$ cat src/rtl/dt_pkg.sv
// Shared constants, state encoding and pixel-geometry helper for the DT image loader.
package dt_pkg;

    localparam int unsigned IMG_W     = 128;
    localparam int unsigned IMG_H     = 128;
    localparam int unsigned WORD_W    = 16;
    localparam int unsigned STI_WORDS = IMG_W * IMG_H / WORD_W;
    localparam int unsigned STI_AW    = 10;
    localparam int unsigned RES_AW    = 14;
    localparam int unsigned PIX_W     = 8;
    localparam int unsigned POS_W     = 4;
    localparam int unsigned COL_W     = 7;
    localparam int unsigned ROW_W     = RES_AW - COL_W;

    typedef enum logic [2:0] {
        IDLE,
        SYNC,
        PACK,
        FLUSH,
        DONE
    } loader_state_t;

    // True when the raster index lies on the outermost row or column of the frame.
    function automatic logic is_border(input logic [RES_AW-1:0] idx);
        logic [ROW_W-1:0] row;
        logic [COL_W-1:0] col;
        row = idx[RES_AW-1:COL_W];
        col = idx[COL_W-1:0];
        return (row == '0) || (row == ROW_W'(IMG_H - 1)) ||
               (col == '0) || (col == COL_W'(IMG_W - 1));
    endfunction

endpackage

$ cat src/rtl/dt_bit_packer.sv
// MSB-first 16-pixel binary packer: the pixel at position 0 lands in bit 15.
// A completed word moves to a hold register and word_vld pulses for one cycle.
module dt_bit_packer
    import dt_pkg::*;
(
    input  logic              clk,
    input  logic              reset,
    input  logic              load,
    input  logic              clr,
    input  logic [POS_W-1:0]  pos,
    input  logic              pix_bit,
    output logic              word_vld,
    output logic [WORD_W-1:0] word
);

    logic [WORD_W-1:0] shift_q;
    logic [WORD_W-1:0] next_c;
    logic [POS_W-1:0]  bit_idx_c;

    // clr discards the partial word so a restarted frame begins from an empty register
    always_comb begin
        bit_idx_c         = POS_W'(WORD_W - 1) - pos;
        next_c            = clr ? '0 : shift_q;
        next_c[bit_idx_c] = pix_bit;
    end

    always_ff @(posedge clk or negedge reset) begin
        if (!reset) begin
            shift_q  <= '0;
            word     <= '0;
            word_vld <= 1'b0;
        end else begin
            word_vld <= 1'b0;
            if (load) begin
                if (pos == POS_W'(WORD_W - 1)) begin
                    word     <= next_c;
                    word_vld <= 1'b1;
                    shift_q  <= '0;
                end else begin
                    shift_q  <= next_c;
                end
            end
        end
    end

endmodule

$ cat src/rtl/dt_img_loader.sv
// Streams a grayscale raster into the DT sti memory as packed binary words, then releases the DT core.
// Optional DT_LOADER_BORDER_CLR_EN forces the outer frame border to 0.
module dt_img_loader
    import dt_pkg::*;
(
    input  logic              clk,
    input  logic              reset,
    input  logic              start,
    input  logic [PIX_W-1:0]  thresh,
    input  logic              in_valid,
    output logic              in_ready,
    input  logic              in_sof,
    input  logic [PIX_W-1:0]  in_pix,
    output logic              sti_wr,
    output logic [STI_AW-1:0] sti_addr,
    output logic [WORD_W-1:0] sti_do,
    output logic              load_done,
    output logic              err_sof,
    output logic              dt_reset
);

    localparam logic [RES_AW-1:0] LAST_PIX = RES_AW'(IMG_W * IMG_H - 1);

    loader_state_t     state;
    logic [RES_AW-1:0] pix_cnt;
    logic [PIX_W-1:0]  thr_q;

    logic              take_c;
    logic              restart_c;
    logic              load_c;
    logic [RES_AW-1:0] idx_c;
    logic [POS_W-1:0]  pos_c;
    logic              bit_c;

    // A sof beat is always pixel 0, whether it opens the frame or restarts it mid-stream
    always_comb begin
        take_c    = in_valid && in_ready && ((state == SYNC) || (state == PACK));
        restart_c = take_c && in_sof;
        load_c    = take_c && ((state == PACK) || in_sof);
        idx_c     = restart_c ? '0 : pix_cnt;
        pos_c     = idx_c[POS_W-1:0];
`ifdef DT_LOADER_BORDER_CLR_EN
        bit_c     = (in_pix >= thr_q) && !is_border(idx_c);
`else
        bit_c     = (in_pix >= thr_q);
`endif
    end

    dt_bit_packer u_packer (
        .clk      (clk),
        .reset    (reset),
        .load     (load_c),
        .clr      (restart_c),
        .pos      (pos_c),
        .pix_bit  (bit_c),
        .word_vld (sti_wr),
        .word     (sti_do)
    );

    always_ff @(posedge clk or negedge reset) begin
        if (!reset) begin
            state     <= IDLE;
            pix_cnt   <= '0;
            thr_q     <= '0;
            in_ready  <= 1'b0;
            sti_addr  <= '0;
            load_done <= 1'b0;
            err_sof   <= 1'b0;
            dt_reset  <= 1'b0;
        end else begin
            case (state)
                IDLE, DONE: begin
                    if (start) begin
                        thr_q     <= thresh;
                        pix_cnt   <= '0;
                        err_sof   <= 1'b0;
                        load_done <= 1'b0;
                        dt_reset  <= 1'b0;
                        in_ready  <= 1'b1;
                        state     <= SYNC;
                    end
                end
                SYNC: begin
                    if (restart_c) begin
                        pix_cnt <= RES_AW'(1);
                        state   <= PACK;
                    end
                end
                PACK: begin
                    if (take_c) begin
                        if (in_sof) begin
                            pix_cnt <= RES_AW'(1);
                            if (pix_cnt != '0) begin
                                err_sof <= 1'b1;
                            end
                        end else begin
                            pix_cnt <= pix_cnt + RES_AW'(1);
                            if (pos_c == POS_W'(WORD_W - 1)) begin
                                sti_addr <= pix_cnt[RES_AW-1:POS_W];
                            end
                            if (pix_cnt == LAST_PIX) begin
                                in_ready <= 1'b0;
                                state    <= FLUSH;
                            end
                        end
                    end
                end
                // The final word strobes during this state; release the core right after it
                FLUSH: begin
                    load_done <= 1'b1;
                    dt_reset  <= 1'b1;
                    state     <= DONE;
                end
                default: begin
                    in_ready <= 1'b0;
                    state    <= IDLE;
                end
            endcase
        end
    end

endmodule

$ cat config.mk
export PLATFORM = sky130hd
export DESIGN_NAME = dt_img_loader
export DESIGN_NICKNAME = d
export VERILOG_FILES = /design/src/rtl/dt_pkg.sv /design/src/rtl/dt_bit_packer.sv /design/src/rtl/dt_img_loader.sv
export SDC_FILE = /design/constraint.sdc
export NUM_CORES = 1
export LEC_CHECK = 0
export BUFFER_PORTS_ARGS = -buffer_cell sky130_fd_sc_hd__buf_2
export CAP_MARGIN = 10
export CORE_MARGIN = 2
export CORE_UTILIZATION = 52
export CTS_CLUSTER_DIAMETER = 100
export DETAILED_ROUTE_END_ITERATION = 7
export GPL_ROUTABILITY_DRIVEN = 1
export PLACE_DENSITY = 0.76
export REMOVE_ABC_BUFFERS = 1
export SLEW_MARGIN = 20
export SYNTH_ARGS = -nofsm -noshare
export SYNTH_HDL_FRONTEND = slang
export SYNTH_SLANG_ARGS = --single-unit
$ cat constraint.sdc
create_clock -name clk -period 1.94 [get_ports clk]
set_input_delay 0 -clock clk [delete_from_list [all_inputs] [get_ports clk]]
set_output_delay 0 -clock clk [all_outputs]
set_load 0.01 [all_outputs]
# == After elaboration in Yosys (flattened, before gate mapping) ==
# Cells that the tools add are included.
# W data, S select, Z words.
# op_classes
n_bitwise,2
n_eq_ne,13
n_reduce_logical,22
magnitude_cmp,3
n_mux,30
addsub,2
# op_table
operator,n
$mux W14,4
$pmux W14 S3,1
$mux W16,2
$bwmux W16,1
$mux W3,5
$reduce_and A5 Y1,3
$add A14 B1 Y14 const B,1
$eq A14 B14 Y1 const B,1
$reduce_bool A14 Y1,1
$pmux W3 S4,1
$mux W1,11
$ge A8 B8 Y1,1
$ne A2 B2 Y1 const B,4
$reduce_and A4 Y1,2
$eq A3 B2 Y1 const B,2
$ne A2 B1 Y1 const B,3
$reduce_and A2 Y1,3
$logic_and A1 B1 Y1,5
$lt A4 B5 Y1 const B,1
$demux W1 S4,1
$eq A4 B4 Y1 const B,1
$ge A4 B1 Y1 const B,1
$mux W4,1
$pmux W1 S2,2
other kinds (10),14
# word_totals
register_bits,71
out_inout_bits,31
elab_cells,82
inputBits,21

# == Longest topological paths before layout ==
# Gate-level depths: netlist (run 1).
# logic_depth
ltp_word,12
depth_mapped,7

# == Hierarchy ==
# Synthesis (run 1) repeated with hierarchy kept, for this count alone.
# hier_totals
cells_unflattened,379
area_unflattened_um2,3876.2
# modules_own_cells
module,seq_area_each_um2,cells_each,area_per_inst_um2,instances
dt_img_loader,950.9,217,2123.3,1
dt_bit_packer,800.8,162,1752.9,1

# == Worst setup path after synthesis (run 1) ==
# Ideal clock, no wire load.
# synth_path
path_type,register -> register
startpoint,reg thr_q[0]
endpoint,reg u_packer.shift_q[15]
synth_period_minus_slack_ns,1.903
path_stages_with_launch,7
required_time_ns,1.805
path_slack_ns,0.037
setup_time_ns,0.135
t_arrival_ns,1.768
cell_sequence,dfrtp_1 > ha_1 > nand2b_1 > a2111o_1 > a31oi_2 > buf_2 > o32ai_1
# synth_via
elab_chain_cells,3
# synth_rtl
item,line,source
"start, declared",dt_img_loader.sv:26,logic [PIX_W-1:0] thr_q;
"start signal, assigned",dt_img_loader.sv:74,thr_q <= thresh;
$ge A8 B8 Y1,dt_img_loader.sv:45,bit_c = (in_pix >= thr_q);
$bwmux W16,dt_bit_packer.sv:24,next_c[bit_idx_c] = pix_bit;
$mux W16,dt_bit_packer.sv:35,if (pos == POS_W'(WORD_W - 1)) begin
"end signal, assigned",dt_bit_packer.sv:40,shift_q <= next_c;
"end, declared",dt_bit_packer.sv:16,logic [WORD_W-1:0] shift_q;
# No other way between the ends.
# A chain may end at the register's enable or synchronous reset.

# == Worst setup path in the final report (run 1) ==
# layout_path
startpoint,reg thr_q[0]
endpoint,reg u_packer.shift_q[11]
# Same word-level chain as after synthesis.

==> results of run 1 <==
==> synth_stat cells, drive strengths merged (9+ instances only) <==
library cell	count
o21ai	31
nand3	9
dfrtp	70
a21oi	15
ha	10
nand2b	9
nor2	14
nand4	10
inv	27
buf	17
mux2	20
nand2	34
==> stage by stage <==
stage                     instance area, µm²  hold WS, ps
final                                   4643        118.8
after detailed placement                4277       -19.41
after global placement                  4277       -27.92
after global routing                    4643        168.8
after CTS                               4642        125.4
after floorplan                         3640       -295.6
==> placed cells by master, fill, tap and decap left out, types with 8 or more instances in the layout <==
cell type	n
a21oi_1	13
buf_2	51
buf_4	29
clkbuf_8	9
dfrtp_1	70
dlygate4sd3_1	12
ha_1	10
inv_1	26
mux2_2	20
nand2_1	33
nand2b_1	8
nand3_1	8
nand4_1	10
nor2_1	14
nor2b_1	8
o21ai_0	30
==> per-layer routing <==
layer / track usage / share of wire / up-vias
met4: 0.09362 / 0.017 / 0
met5: 0 / 0 / -
met2: 0.4071 / 0.50 / 102
li1: - / - / 1544
met3: 0.05448 / 0.049 / 20
met1: 0.3017 / 0.43 / 1526
==> power by group through the flow <==
stage / sequential, mW / clock (mW) / combinational [mW]
floorplan: 1.95 / 0 / 1.04
global placement: 1.90 / 0 / 1.74
detailed placement: 1.92 / 0 / 1.80
CTS: 1.89 / 1.50 / 1.83
global route: 1.93 / 1.56 / 2.05
finish: 1.89 / 1.47 / 1.85
==> flip-flops by register name, summed over array words and instances (netlist names) <==
name,count
u_packer.word,16
u_packer.shift_q,15
pix_cnt,14
sti_addr,10
thr_q,8
state,3
dt_reset,1
err_sof,1
in_ready,1
u_packer.word_vld,1
==> what timing repair did <==
action	CTS	global route
hold endpoints to repair	66	0
hold buffers	12	0
buffers inserted	0	0
setup endpoints to repair	0	1
resized for setup	0	1
==> worst paths after layout <==
| check | end | start | slack (ps) |
|---|---|---|---|
| max reg2reg | u_packer.shift_q[11] | thr_q[0] | 70 |
| min in group clk | state[0] | in_sof | 200 |
| min reg2reg | u_packer.word[2] | u_packer.word[2] | 490 |
| max | u_packer.shift_q[11] | thr_q[0] | 70 |
| max in group asynchronous | u_packer.shift_q[3] | reset | 1230 |
| min | u_packer.word[2] | reset | 120 |
==> cells by family (layout without fill, tap and decap cells) <==
logic type	count (synthesis)	in the layout	synth area share
adders and majority gates	10	10	0.03326
DFF	70	70	0.4656
xor gates and xnor gates	1	1	0.002328
AOI/OAI and AO/OA	98	98	0.1822
and+or+nand+nor	123	123	0.1839
buffers and inverters	50	137	0.05952
muxes	25	25	0.07316
==> final cells by class <==
class,count,area (µm²)
Fill cell,599,2494
Multi-Input combinational cell,257,1788
Sequential cell,70,1752
Timing Repair Buffer,94,633.1
Clock buffer,9,123.9
Tap cell,99,123.9
Clock inverter,7,121.4
Inverter,27,101.3
==> impl_results.md, run 1 <==
* Status: finished clean
* Critical path, cell by cell: ha_1, nand2b_1, a2111o_1, a31oi_2, buf_4, o32ai_1
* HP Class: input pin to asynchronous set/reset pin
* Power Internal at 3.338 mW
* Total power at 5.208 mW
* Max Cap Viol at 0
* Critical Path Stages at 6
* Synth top area share at 0.4656
* Ys flop type: dfrtp_1
* CTS Buf Count at 9
* Initial antenna violation count at 0
* Clock network power share at 0.282
* Sw frac at 0.3591
* Critical Path Start Type: flop
* Tmin final at 1871 ps
* Comb power frac at 0.354
* PwrDens at 1122 nW/µm²
* Ant diodes at 0
* Port Buf Inserts at 51
* Post-Route Utilization at 0.6506
* Initial Util at 0.5272
* Final Cycle Share at 0.9645
* Worst slack, placed at 111.2 ps
* Worst Skew at 9.371 ps
* Chip width at 89.06 µm
* Post-synth EDFFs at 0
* Mapped Area at 3762 µm²
* Fin cells at 563
* CTS Sinks at 70
* Via/cell ratio at 5.670
* Die Height at 89.06 µm
* Buffers & Inverters on Critical Path at 1
* Slew Limit Fails at 0
* I/O pin count at 52
* Core box area at 7137 µm²
* Critical Path Max Stage Delay at 440 ps
* Avg WL per Cell at 15.62 µm
* Yosys cell types at 63
* Drt drc at 0
* Hold Vio Cnt, Final at 0
* DRT iter0 DRCs at 307
* Unrepaired setup endpoints after global routing: no
* Peak VDD IR at 0.4873 mV
* FMAX at 0.5345 GHz
* Clock-pin slew on the worst setup and hold paths at 80 ps
* Post-route setup TNS at 0 ps
* Root Driver: clkbuf_8
* Post-synthesis sequential area ratio at 0.4656
* CP required at 2180 ps
* Worst-margin pin slew at 512.3 ps
* Full die area at 7932 µm²
* Critical Path AT at 2110 ps
* Inst Count DP at 535
* First-pass GRT wire length at 14620 µm
* Async S/R FF share, synth at 1.000
* Number of global-route vias before repair at 3158
* Layout cells sized above 1 at 0.2823
* Area delta synth->final at 23.41%
* Largest net degree at the start of global routing at 37
* Worst path slowest cell: a2111o_1
* Row cnt at 31
* Cell depth of the worst flop-to-flop path at 6
* Grt total ovfl at 0
* Max clock buf depth at 2
* Final GP Congestion at 0.9076
* Final ANT Viol Nets at 0
* Final setup vio count at 0
* CP top delay family: compound AO/OA/AOI/OAI gates
* FF+latch count, synth at 70
* Final Routed Wirelength at 8792 µm
* CP max FO at 9
* CTS tree: built
* Clock Latency Late Sink at 360 ps
* Routed vias at 3192
* Register share of total power at 0.364
* Avg Cell Area, Syn at 9.980 µm²
* Synth top area cells: dfrtp_1, mux2_2, o21ai_0
* CP Class: flop to flop
* H-tree levels at 3
* Synth Instances at 377
* Nets@finish at 490
* Worst rel slew slack at 0.6537
* P_leak at 2.251 nW
* Synth warn at 0
* CP Capture Type: flop
* Synth area leader: dfrtp_1
* Pre-antenna DRT Iters at 5
* Psw at 1.870 mW
* Final worst slack at 68.94 ps
* Tot GR Track Use at 0.2407
* HPWL after DPL at 6096 µm
Note: power is estimated with default switching activity, not from simulation.
==> run 2, diff against run 1 <==
- CORE_UTILIZATION: 52 -> 55
- PLACE_DENSITY: 0.76 -> 0.77
- clock period: 1.94 -> 2.3 ns (I/O delays scaled with it)
==> impl_results.md, run 2 (synthesized netlist as in run 1, its figures left out) <==
* Met2 WL at 3987 µm (was 4429 µm)
* Fin cells at 530 (was 563)
* Psw at 1.491 mW (was 1.870 mW)
* Most common cell after layout, fill and taps aside: dfrtp_1 (unchanged)
* PwrDens at 926.8 nW/µm² (was 1122 nW/µm²)
* Register share of total power at 0.393 (was 0.364)
* Layout cells sized above 1 at 0.2600 (was 0.2823)
* R2r startpoint: state[0] (was thr_q[0])
* Row cnt at 30 (was 31)
* Chip width at 86.71 µm (was 89.06 µm)
* DRT iter0 DRCs at 166 (was 307)
* Critical Path Start Type: flop (unchanged)
* Total power at 4.148 mW (was 5.208 mW)
* Top layer in use: met4 (unchanged)
* Grt total ovfl at 0 (unchanged)
* Final ANT Viol Nets at 0 (unchanged)
* Worst rel slew slack at 0.5017 (was 0.6537)
* Regs by FF count: u_packer.word: 16 flops, u_packer.shift_q: 15 flops, pix_cnt: 14 flops (unchanged)
* Area delta synth->final at 18.96% (was 23.41%)
* CTS Sinks at 70 (unchanged)
* Largest net degree at the start of global routing at 39 (was 37)
* Sw frac at 0.3594 (was 0.3591)
* Core box area at 6719 µm² (was 7137 µm²)
* Worst hold start: in_sof
* Post-route setup TNS at 0 ps (unchanged)
* Via/cell ratio at 5.906 (was 5.670)
* Final Cycle Share at 0.8850 (was 0.9645)
* Final GP Congestion at 0.9062 (was 0.9076)
* Comb power frac at 0.342 (was 0.354)
* First-pass GRT wire length at 13840 µm (was 14620 µm)
* Port Buf Inserts at 51 (unchanged)
* CP max FO at 15 (was 9)
* Status: finished clean (unchanged)
* Area of the multi-input gates at 1787 µm² (was 1788 µm²)
* Crit path launch: state[0] (was thr_q[0])
* Power Internal at 2.657 mW (was 3.338 mW)
* Routed vias at 3130 (was 3192)
* CP required at 2550 ps (was 2180 ps)
* HP Class: input pin to flop (was input pin to asynchronous set/reset pin)
* Avg WL per Cell at 15.33 µm (was 15.62 µm)
* Most frequent cells in the layout: dfrtp_1, buf_2, nand2_1 (unchanged)
* Peak VDD IR at 0.4496 mV (was 0.4873 mV)
* Max FFs per register at 16 (unchanged)
* Clock network power share at 0.265 (was 0.282)
* Number of gates resized after cts at 0 (unchanged)
* Ant diodes at 0 (unchanged)
* Die Height at 86.71 µm (was 89.06 µm)
* HPWL after DPL at 5527 µm (was 6096 µm)
* Fillers at 527 (was 599)
* Routed wl met3 at 430 µm (was 429 µm)
* Cell depth of the worst flop-to-flop path at 4 (was 6)
* H-tree levels at 3 (unchanged)
* Clock-pin slew on the worst setup and hold paths at 80 ps (about the same)
* Post-Route Utilization at 0.6661 (was 0.6506)
* Worst-margin pin slew at 747.5 ps (was 512.3 ps)
* Tmin final at 2035 ps (was 1871 ps)
* Root Driver: clkbuf_8 (unchanged)
* Clock Latency Late Sink at 350 ps (was 360 ps)
* Pre-antenna DRT Iters at 4 (was 5)
* Worst Skew at 7.619 ps (was 9.371 ps)
* P_leak at 2.165 nW (was 2.251 nW)
* Initial Util at 0.5600 (was 0.5272)
* Final Routed Wirelength at 8126 µm (was 8792 µm)
* Unrepaired setup endpoints after global routing: no (unchanged)
* CP Capture Type: flop (unchanged)
* Hold Path Cell Cnt at 3
* FF+latch area at 1752 µm² (unchanged)
* Max clock buf depth at 2 (unchanged)
* Critical Path AT at 2290 ps (was 2110 ps)
* Inst Count DP at 503 (was 535)
* FMAX at 0.4913 GHz (was 0.5345 GHz)
* CP Class: flop to flop (unchanged)
* Tot GR Track Use at 0.2319 (was 0.2407)
* Slew Limit Fails at 0 (unchanged)
* Final setup vio count at 0 (unchanged)
* CTS Buf Count at 9 (unchanged)
* Full die area at 7519 µm² (was 7932 µm²)
* Drt drc at 0 (unchanged)
* Initial antenna violation count at 0 (unchanged)
* Flop2flop setup slack at 260 ps (was 70 ps)
* Biggest register: u_packer.word (unchanged)
* Nets@finish at 476 (was 490)
* Worst hold slack at 18.98 ps (was 118.8 ps)
* Met1 wire length at 3601 µm (was 3781 µm)
* Max Cap Viol at 0 (unchanged)
* CTS tree: built (unchanged)
* Number of global-route vias before repair at 3052 (was 3158)
* Hold Vio Cnt, Final at 0 (unchanged)
* I/O pin count at 52 (unchanged)
==> run 2: routing by layer <==
metal,GRT usage,vias to the layer above
met5,0,-
met4,0.09375,0
met3,0.05810,18
met2,0.3846,107
met1,0.2904,1496
li1,-,1509
==> run 2: path summary, 6_finish.rpt <==
kind / to
worst max-delay path: u_packer.shift_q[11]
worst min-delay path: state[1]
worst max register to register: u_packer.shift_q[11]
worst min register to register: u_packer.word[1]
max in group asynchronous: pix_cnt[0]
min in group asynchronous: thr_q[6]
==> run 2: repair_timing <==
item	4_1_cts	5_1_grt
endpoints found under the setup margin	0	0
hold buffers	11	0
buffers inserted	0	0
endpoints found under the hold margin	43	0
==> run 2: final cells by class <==
class | count | area share
clock buffers | 10 | 0.03075
well taps | 80 | 0.02237
flip-flops and latches | 70 | 0.3914
inverters | 27 | 0.02264
repair buffers | 80 | 0.1146
clock inverters | 6 | 0.01901
multi-input cells | 257 | 0.3992
==> run 2: worst max-delay path: stages (launching register included) <==
cell and delay [ps]:
dfrtp_1 640, xor2_1 420, and2_1 410, o21ai_0 170
o32ai_1 290
==> run 2: power groups by stage <==
| stage | Combinational (mW) | Sequential, mW | Clock [mW] |
|---|---|---|---|
| floorplan | 0.879 | 1.65 | 0 |
| global placement | 1.35 | 1.63 | 0 |
| detailed placement | 1.39 | 1.65 | 0 |
| CTS | 1.42 | 1.62 | 1.12 |
| global route | 1.58 | 1.66 | 1.18 |
| finish | 1.42 | 1.63 | 1.10 |
==> run 2: through the flow <==
step | cell area [µm²] | setup WS [ps]
floorplan | 3640 | 229.3
global placement | 4143 | 392.6
CTS | 4476 | 262.0
finish | 4476 | 264.6
detailed placement | 4143 | 328.9
global route | 4476 | 21.33
==> run 3, diff against run 2 <==
- ABC_CLOCK_PERIOD_IN_PS: default -> 2300
- CORE_UTILIZATION: 55 -> 46
- PLACE_DENSITY: 0.77 -> 0.66
- SKIP_LAST_GASP: default -> 1
==> impl_results.md, run 3 (synthesized netlist as in run 1, its figures left out) <==
* Max clock buf depth at 2 (unchanged)
* Status: finished clean (unchanged)
* First-pass GRT wire length at 13890 µm (was 13840 µm)
* Critical Path Start Type: flop (unchanged)
* CTS tree: built (unchanged)
* PwrDens at 913.0 nW/µm² (was 926.8 nW/µm²)
* Max Cap Viol at 0 (unchanged)
* Avg WL per Cell at 14.90 µm (was 15.33 µm)
* Total power at 4.084 mW (was 4.148 mW)
* Worst Skew at 7.622 ps (was 7.619 ps)
* Regs by FF count: u_packer.word: 16 flops, u_packer.shift_q: 15 flops, pix_cnt: 14 flops (unchanged)
* Final GP Congestion at 0.8795 (was 0.9062)
* HP Class: input pin to asynchronous set/reset pin (was input pin to flop)
* Inst Count DP at 524 (was 503)
* Clock-pin slew on the worst setup and hold paths at 70 ps (was 80 ps)
* Post-route setup TNS at 0 ps (unchanged)
* Pre-antenna DRT Iters at 4 (unchanged)
* Tot GR Track Use at 0.1984 (was 0.2319)
* Final Cycle Share at 0.8854 (was 0.8850)
* Largest net degree at the start of global routing at 71 (was 39)
* Hold Vio Cnt, Final at 0 (unchanged)
* Number of gates resized after cts at 0 (unchanged)
* Layout cells sized above 1 at 0.2539 (was 0.2600)
* Critical Path AT at 2270 ps (was 2290 ps)
* Clock Latency Late Sink at 340 ps (was 350 ps)
* Worst-margin pin slew at 873.7 ps (was 747.5 ps)
* Via/cell ratio at 5.539 (was 5.906)
* Core box area at 7807 µm² (was 6719 µm²)
* Worst rel slew slack at 0.4176 (was 0.5017)
* CTS Sinks at 70 (unchanged)
* I/O pin count at 52 (unchanged)
* Final ANT Viol Nets at 0 (unchanged)
* Area of the multi-input gates at 1787 µm² (unchanged)
* FF+latch area at 1752 µm² (unchanged)
* H-tree levels at 3 (unchanged)
* DRT iter0 DRCs at 129 (was 166)
* Initial Util at 0.4819 (was 0.5600)
* CP max FO at 12 (was 15)
* Unrepaired setup endpoints after global routing: no (unchanged)
* Number of global-route vias before repair at 2943 (was 3052)
* CP Class: flop to flop (unchanged)
* Slew Limit Fails at 0 (unchanged)
* Most frequent cells in the layout: dfrtp_1, buf_2, nand2_1 (unchanged)
* Grt total ovfl at 0 (unchanged)
* Cell depth of the worst flop-to-flop path at 4 (unchanged)
* Nets@finish at 476 (unchanged)
* Final Routed Wirelength at 8209 µm (was 8126 µm)
* Fin cells at 551 (was 530)
* FMAX at 0.4910 GHz (was 0.4913 GHz)
* Tmin final at 2036 ps (was 2035 ps)
* Chip width at 94.44 µm (was 86.71 µm)
* Initial antenna violation count at 0 (unchanged)
* Drt drc at 0 (unchanged)
* Ant diodes at 0 (unchanged)
* Worst slack, placed at 300.4 ps (was 328.9 ps)
* Root Driver: clkbuf_8 (unchanged)
* Biggest register: u_packer.word (unchanged)
* Row cnt at 32 (was 30)
* P_leak at 2.157 nW (was 2.165 nW)
* Area delta synth->final at 18.89% (was 18.96%)
* Full die area at 8919 µm² (was 7519 µm²)
* Max FFs per register at 16 (unchanged)
* Final worst slack at 263.5 ps (was 264.6 ps)
* CP Capture Type: flop (unchanged)
* Final setup vio count at 0 (unchanged)
* HPWL after DPL at 5682 µm (was 5527 µm)
* Peak VDD IR at 0.4471 mV (was 0.4496 mV)
* CTS Buf Count at 9 (unchanged)
* Routed vias at 3052 (was 3130)
* Most common cell after layout, fill and taps aside: dfrtp_1 (unchanged)
* Port Buf Inserts at 51 (unchanged)
* Fillers at 712 (was 527)
* Die Height at 94.44 µm (was 86.71 µm)
* CP required at 2530 ps (was 2550 ps)
run 3: cell count changes in the layout (fill, tap and decap cells not counted), sizes merged:
cell / change
clkinvlp: -2
buf: -1
clkinv: +1
dlygate4sd3: +1
run 3: layout make-up:
cell class                 instances  share of cell area
multi-input combinational        257              0.3994
sequential                        70              0.3916
timing repair buffer              80              0.1124
clock buffer                      10             0.02853
tap                              102             0.02853
inverter                          27             0.02266
clock inverter                     5             0.01678
run 3: report_power, final:
group	internal (mW)	switching [mW]	leakage (nW)
combinational	0.580	0.834	1.14
clock	0.599	0.441	0.106
sequential	1.44	0.190	0.910
run 3: worst paths after layout:
path,startpoint,endpoint,slack [ps]
min in group clk,thresh[2],thr_q[2],410
min reg2reg,u_packer.word[2],u_packer.word[2],480
max in group asynchronous,reset,pix_cnt[13],1340
max reg2reg,in_ready,u_packer.shift_q[7],260
max,in_ready,u_packer.shift_q[7],260
min,reset,thr_q[6],370
run 3: metal layers:
metal	GRT usage	wire length (µm)
met4	0.06401	84
met2	0.3411	4075
met3	0.04549	324
met5	0	0
met1	0.2478	3725
run 3: what timing repair did:
| item | 4_1_cts | 5_1_grt |
|---|---|---|
| hold buffers | 12 | 0 |
| setup buffers | 0 | 0 |
| setup endpoints to repair | 0 | 0 |
| hold endpoints to repair | 81 | 0 |
run 3: per-stage QoR:
stage	hold WS (ps)	utilization	area, µm²
6_report	374.8	0.5729	4473
3_3_place_gp	202.6	0.5316	4150
5_1_grt	404.8	0.5729	4473
4_1_cts	389.2	0.5729	4473
2_1_floorplan	-295.6	-	3640
3_5_place_dp	213.3	0.5316	4150
run 3: worst max-delay path, cell delays in order (launching register included):
cell and delay, ps:
dfrtp_1 490, and4b_1 550, and2_1 420, o21ai_0 170, o32ai_1 300
